## config.mk

```make
export PLATFORM = sky130hd
export DESIGN_NAME = serial_arbiter
export DESIGN_NICKNAME = d
export VERILOG_FILES = /design/src/rtl/serial_arbiter_pkg.sv /design/src/rtl/rr_picker.sv /design/src/rtl/serial_arbiter.sv
export SDC_FILE = /design/constraint.sdc
export NUM_CORES = 1
export LEC_CHECK = 0
export ABC_CLOCK_PERIOD_IN_PS = 6100
export BUFFER_PORTS_ARGS = -buffer_cell sky130_fd_sc_hd__buf_2
export CELL_PAD_IN_SITES_DETAIL_PLACEMENT = 1
export CELL_PAD_IN_SITES_GLOBAL_PLACEMENT = 2
export CORE_ASPECT_RATIO = 0.7
export CORE_UTILIZATION = 29
export CTS_BUF_LIST = sky130_fd_sc_hd__clkbuf_8
export DETAILED_ROUTE_END_ITERATION = 6
export GPL_TIMING_DRIVEN = 0
export PLACE_DENSITY_LB_ADDON = 0.12
export REMOVE_ABC_BUFFERS = 1
export SKIP_CTS_REPAIR_TIMING = 1
export SLEW_MARGIN = 20
export SYNTH_ARGS = -nofsm -noshare
export SYNTH_HDL_FRONTEND = slang
export SYNTH_SLANG_ARGS = --single-unit
```

## constraint.sdc

```tcl
create_clock -name clk -period 6.1 [get_ports clk]
set_input_delay 1.83 -clock clk [delete_from_list [all_inputs] [get_ports clk]]
set_output_delay 1.83 -clock clk [all_outputs]
set_load 0.02 [all_outputs]
```

## src/rtl/serial_arbiter_pkg.sv

```systemverilog
// Shared types and helpers for the serial_arbiter block.
// State encoding for the issue FSM and the gap-counter width helper.
package serial_arbiter_pkg;

  typedef enum logic [1:0] {
    IDLE  = 2'd0,
    ISSUE = 2'd1,
    GAP   = 2'd2
  } arb_state_e;

  // The gap counter must be able to hold the value FROM itself.
  function automatic int gap_cnt_width(input int log2from);
    return log2from + 1;
  endfunction

endpackage

```

## src/rtl/rr_picker.sv

```systemverilog
// Request picker for serial_arbiter.
// Default: round-robin search starting at rr_ptr with wrap-around.
// With SERIAL_ARBITER_FIXED_PRIO_EN defined: lowest valid index wins and
// rr_ptr is ignored.
module rr_picker
  import serial_arbiter_pkg::*;
#(
  parameter int NREQ     = 4,
  parameter int LOG2NREQ = 2
) (
  input  logic [NREQ-1:0]     req,
  input  logic [LOG2NREQ-1:0] rr_ptr,
  output logic [NREQ-1:0]     gnt,
  output logic [LOG2NREQ-1:0] idx,
  output logic                any
);

`ifdef SERIAL_ARBITER_FIXED_PRIO_EN
  logic unused_ptr_s;
  assign unused_ptr_s = ^rr_ptr;

  // Fixed priority: scan from the top down so the lowest valid index is written last
  always_comb begin
    idx = '0;
    any = 1'b0;
    for (int i = NREQ - 1; i >= 0; i--) begin
      idx = req[i] ? LOG2NREQ'(i) : idx;
      any = any | req[i];
    end
  end
`else
  logic [LOG2NREQ-1:0] cand_s;

  // Round-robin: scan offsets farthest-first so the nearest valid index at or above rr_ptr is written last
  always_comb begin
    idx    = '0;
    any    = 1'b0;
    cand_s = '0;
    for (int i = NREQ - 1; i >= 0; i--) begin
      cand_s = LOG2NREQ'((int'(rr_ptr) + i) % NREQ);
      idx    = req[cand_s] ? cand_s : idx;
      any    = any | req[cand_s];
    end
  end
`endif

  // One-hot grant derived from the encoded winner
  always_comb begin
    gnt      = '0;
    gnt[idx] = any;
  end

endmodule

```

## src/rtl/serial_arbiter.sv

```systemverilog
// serial_arbiter: shares one shift_serializer between NREQ requesters.
// A granted word is held and offered to the serializer; after the load the
// arbiter waits FROM+1 cycles (the serializer shift time) before issuing again.
// Optional macro SERIAL_ARBITER_FIXED_PRIO_EN selects fixed priority instead of
// round-robin (no rr_ptr register in that build).
module serial_arbiter
  import serial_arbiter_pkg::*;
#(
  parameter int NREQ     = 4,
  parameter int LOG2NREQ = 2,
  parameter int FROM     = 16,
  parameter int LOG2FROM = 4
) (
  input  logic                      clk,
  input  logic                      reset_n,
  input  logic [NREQ-1:0][FROM-1:0] req_data_i,
  input  logic [NREQ-1:0]           req_valid_i,
  output logic [NREQ-1:0]           req_ready_o,
  output logic [FROM-1:0]           ser_data_o,
  output logic                      ser_valid_o,
  input  logic                      ser_ready_i,
  output logic [LOG2NREQ-1:0]       grant_id_o,
  output logic                      busy_o
);

  localparam int                  CW       = gap_cnt_width(LOG2FROM);
  localparam logic [CW-1:0]       GAP_LOAD = CW'(FROM);
  localparam logic [CW-1:0]       CNT_ONE  = CW'(1'b1);
  localparam logic [LOG2NREQ-1:0] LAST_IDX = LOG2NREQ'(NREQ - 1);
  localparam logic [LOG2NREQ-1:0] IDX_ONE  = LOG2NREQ'(1'b1);

  arb_state_e          state_r;
  arb_state_e          state_nxt_s;
  logic [FROM-1:0]     hold_r;
  logic [CW-1:0]       cnt_r;
  logic [LOG2NREQ-1:0] grant_r;
  logic [LOG2NREQ-1:0] rr_ptr_s;
  logic                ser_valid_r;
  logic                busy_r;

  logic [NREQ-1:0]     pick_gnt_s;
  logic [LOG2NREQ-1:0] pick_idx_s;
  logic                pick_any_s;
  logic                arb_open_s;
  logic                accept_s;
  logic                cnt_zero_s;

  rr_picker #(
    .NREQ     (NREQ),
    .LOG2NREQ (LOG2NREQ)
  ) u_picker (
    .req    (req_valid_i),
    .rr_ptr (rr_ptr_s),
    .gnt    (pick_gnt_s),
    .idx    (pick_idx_s),
    .any    (pick_any_s)
  );

  assign cnt_zero_s = (cnt_r == '0);
  // Arbitration is open when idle, or in the final gap cycle (counter at 0).
  assign arb_open_s = (state_r == IDLE) | ((state_r == GAP) & cnt_zero_s);
  // Gating with reset_n keeps the accept strobe low while reset is asserted.
  assign accept_s   = arb_open_s & pick_any_s & reset_n;

  assign req_ready_o = {NREQ{accept_s}} & pick_gnt_s;
  assign ser_data_o  = hold_r;
  assign ser_valid_o = ser_valid_r;
  assign grant_id_o  = grant_r;
  assign busy_o      = busy_r;

`ifdef SERIAL_ARBITER_FIXED_PRIO_EN
  assign rr_ptr_s = '0;
`else
  logic [LOG2NREQ-1:0] rr_ptr_r;

  // Round-robin pointer: next search starts just past the latest winner
  always_ff @(posedge clk or negedge reset_n) begin
    if (!reset_n) begin
      rr_ptr_r <= '0;
    end else if (accept_s) begin
      rr_ptr_r <= (pick_idx_s == LAST_IDX) ? '0 : (pick_idx_s + IDX_ONE);
    end else begin
      rr_ptr_r <= rr_ptr_r;
    end
  end

  assign rr_ptr_s = rr_ptr_r;
`endif

  // Next-state decode for IDLE / ISSUE / GAP
  always_comb begin
    state_nxt_s = state_r;
    case (state_r)
      IDLE: begin
        if (accept_s) begin
          state_nxt_s = ISSUE;
        end else begin
          state_nxt_s = IDLE;
        end
      end
      ISSUE: begin
        if (ser_ready_i) begin
          state_nxt_s = GAP;
        end else begin
          state_nxt_s = ISSUE;
        end
      end
      GAP: begin
        if (!cnt_zero_s) begin
          state_nxt_s = GAP;
        end else if (accept_s) begin
          state_nxt_s = ISSUE;
        end else begin
          state_nxt_s = IDLE;
        end
      end
      default: begin
        state_nxt_s = IDLE;
      end
    endcase
  end

  // State register plus registered valid/busy outputs decoded from the next state
  always_ff @(posedge clk or negedge reset_n) begin
    if (!reset_n) begin
      state_r     <= IDLE;
      ser_valid_r <= 1'b0;
      busy_r      <= 1'b0;
    end else begin
      state_r     <= state_nxt_s;
      ser_valid_r <= (state_nxt_s == ISSUE);
      busy_r      <= (state_nxt_s != IDLE);
    end
  end

  // Hold register and grant index: captured only on an accepted request
  always_ff @(posedge clk or negedge reset_n) begin
    if (!reset_n) begin
      hold_r  <= '0;
      grant_r <= '0;
    end else if (accept_s) begin
      hold_r  <= req_data_i[pick_idx_s];
      grant_r <= pick_idx_s;
    end else begin
      hold_r  <= hold_r;
      grant_r <= grant_r;
    end
  end

  // Gap counter: loaded with FROM on serializer load, counts down to 0 and stays there
  always_ff @(posedge clk or negedge reset_n) begin
    if (!reset_n) begin
      cnt_r <= '0;
    end else if ((state_r == ISSUE) && ser_ready_i) begin
      cnt_r <= GAP_LOAD;
    end else if ((state_r == GAP) && !cnt_zero_s) begin
      cnt_r <= cnt_r - CNT_ONE;
    end else begin
      cnt_r <= cnt_r;
    end
  end

endmodule
```

==> results by group <==
Route
  – Vias/cell: approximately 4.8
  – First drt pass iteration count: 5
  – Drt total wl: ~4900 µm
  – Drt initial violations: 39
  – Vias: 1644
  – Routed Antenna Nets: 0
  – DRC viols: 16
  – Wire per inst: approximately 14 µm

Global routing
  – Gr ovfl total: 0
  – All-Layer GR Usage: 0.1516
  – Vias in the first global route: 1602
  – Global-route wire length before repair: 7817 µm
  – Largest net degree at the start of global routing: 37
  – Antenna violations before repair: 0

Setup path
  – Critical Path RT: 4270 ps
  – CP max-delay cell: a211o_2
  – CP max FO: 36
  – Worst Path Buf+Inv: 4
  – CP Launch Type: primary input
  – Most frequent CP cell: buf_2
  – Crit path capture type: primary output
  – Data arrival, critical path: between 3000 and 4000 ps
  – CP max stage delay: 800 ps
  – CP top delay family: compound AO/OA/AOI/OAI gates
  – Crit-path cells: buf_2 > nand2b_1 > a21oi_1 > a211o_2 > inv_2 > ha_1 > inv_1 > nor2_1 > buf_2
  – Critical path type: primary input to primary output

Floorplanning
  – Die H: between 60 and 70 µm
  – Initial Utilization: 0.3117
  – I/O pin total: 95
  – Core area: between 5000 and 6000 µm²
  – Die area: 6732 µm²
  – Rows: 23
  – Die Wd: between 90 and 100 µm

Clocking
  – TritonCTS Buffers: 5
  – Root buffer cell: clkbuf_8
  – Clock sink count: 29
  – CTS tree: built
  – H-tree levels: 2
  – Clock slew at reported path FFs: roughly 60 ps
  – Worst-skew pair later-pin latency: between 200 and 300 ps
  – CTS Buffer Depth: 2

Synth
  – Biggest area consumer among synthesized cells: dfrtp_1
  – Post-synthesis sequential area ratio: 0.3908
  – Number of synthesized register bits: 29
  – Xor and xnor area share after synthesis: 0.01887
  – Synth Area in Compound Gates: 0.1678
  – Mapped Area: about 1900 µm²
  – Post-Syn Instances: around 180
  – Largest family of logic cells by synthesized area: multiplexers
  – Post-Synth Simple-Gate Area: 0.1125
  – Top-area cell type share of the netlist area: 0.3908
  – Synth area leaders: dfrtp_1 (39%), mux2i_1 (18%), o221ai_2 (8.1%)
  – Multiplexer area fraction after synthesis: 0.1840
  – Post-Synth Adder-Cell Area: 0.04043
  – Netlist cell types: 33
  – Synthesized area per cell: between 10 and 15 µm²
  – Synth warnings: 0

Status
  – Failing checks: design-rule violations
  – Status: finished, violations left

STA
  – Minimum clock period: around 5500 ps
  – Worst Max-Slew Pin Slew: between 1000 and 1500 ps
  – RSZ-0062 raised after global routing: false
  – Fin crit share: 0.9072
  – Setup Skew: ~2.2 ps
  – TNS Setup: 0 ps
  – Max Clock Freq: approximately 0.18 GHz
  – Fin. Hold Viols: 0
  – Max-slew violations: 0
  – Final setup viols: 0
  – Relative slew slack: 0.3196
  – Final WS setup: approximately 570 ps

Final layout
  – Share of layout cells above drive strength 1: 0.4511
  – Final Instance Count excl. Fillers: ~340
  – Antenna diode count: 0
  – Utilization after layout: 0.4085
  – Cell area after layout: 2434 µm²
  – Area grow syn2layout: 31.06%
  – Nets@finish: ~340

Power
  – Max IR drop VDD: approximately 0.00018 V
  – LEAKAGE: 1.312 nW
  – Pwr dens: ~470 nW/µm²

Place
  – Post-DP Area: approximately 2300 µm²
  – Total placed cells including tap cells: ~330
  – I/O Buffers: 94
  – Dpl ws: 514.4 ps
  – GPL Wtd Cong: roughly 0.66
  – DP HPWL: around 3500 µm

Job
  – Maximum capacitance violations: 0

Min path
  – HP Class: flop to flop
-- area by class of cell --
| type | count | area, µm² |
|---|---|---|
| sequential | 29 | 725.7 |
| timing repair buffer | 94 | 470.5 |
| inverter | 14 | 52.55 |
| clock buffer | 6 | 82.58 |
| fill | 713 | 3523 |
| clock inverter | 2 | 33.78 |
| tap | 75 | 93.84 |
| multi-input combinational | 121 | 974.7 |
-- layer usage --
layer / part of all wire / global-route usage / vias up
met1: 0.49 / 0.2028 / 779
met5: 0 / 0 / -
met2: 0.44 / 0.2358 / 61
met3: 0.067 / 0.04234 / 6
li1: - / - / 798
met4: 0.0064 / 0.05682 / 0
-- per-stage QoR --
stage / hold slack [ps] / power (mW)
2_1_floorplan: 476.6 / 0.7643
3_3_place_gp: 457.9 / 0.9442
3_5_place_dp: 466.6 / 0.9544
4_1_cts: 490.8 / 1.166
5_1_grt: 504.8 / 1.240
6_report: 477.9 / 1.144
-- power by group --
part,internal (mW),total [mW],switching [mW]
Clock,0.131,0.206,0.0743
Sequential,0.284,0.339,0.0557
Combinational,0.244,0.599,0.355
Total,0.659,1.14,0.485
-- logic make-up after synthesis --
group           after synthesis
compound gates               30
xor+xnor                      4
fa+ha+maj                     6
buf+inv                      25
flops                        29
mux                          34
simple gates                 47
-- state kept, by name, summed over array words and instances (netlist names) --
| signal | count |
|---|---|
| busy_o | 1 |
| ser_valid_o | 1 |
| grant_id_o | 2 |
| state_r | 2 |
| rr_ptr_r | 2 |
| cnt_r | 5 |
| ser_data_o | 16 |
-- worst paths after layout --
kind / from / end / slack, ps / cells past startpoint
setup / recovery: req_valid_i[1] / req_ready_o[3] / 570 / 9
hold / removal: grant_id_o[0] / grant_id_o[0] / 480 / 2
setup reg to reg: cnt_r[0] / ser_data_o[15] / 3430 / 6
hold reg to reg: grant_id_o[0] / grant_id_o[0] / 480 / 2
max in group asynchronous: reset_n / ser_data_o[12] / 4050 / 1
min in group asynchronous: reset_n / rr_ptr_r[1] / 1600 / 1
-- cell usage in the layout, fill, tap and decap left out, types with 3 or more instances in the layout --
master / count
a21oi_1: 3
buf_2: 94
clkbuf_8: 6
dfrtp_1: 29
ha_1: 6
inv_1: 13
mux2i_1: 33
nand2_1: 24
nand2b_1: 4
nor2_1: 11
o221ai_1: 6
o221ai_2: 10
-- worst min-delay path, delay by kind of cell, from the launching register on --
kind	cells	cell delay, ps
and+or+nand+nor	1	50
DFF	1	340
AOI/OAI and AO/OA	1	60
-- synthesized netlist by cell type --
library cell and count:
or2_1 1, clkbuf_1 1, a21boi_0 2, o21ai_0 2
nor3b_1 1, ha_1 6, nor3_1 1, nand2_1 24
xor2_1 2, mux2i_1 33, o22ai_1 1, nand2b_1 5
inv_1 12, o31a_1 1, nor2b_1 1, mux2_2 1
or2_2 1, a31oi_1 1, a211o_2 1, o31ai_1 1
xnor2_1 2, nor3_2 1, dfrtp_1 29, buf_6 6
a311oi_2 2, nand3_1 1, o221ai_2 10, nor2_1 11
o221ai_1 6, a21oi_1 3, buf_12 1, buf_2 3
inv_2 2
No activity file was read; power rests on OpenSTA's default activity.
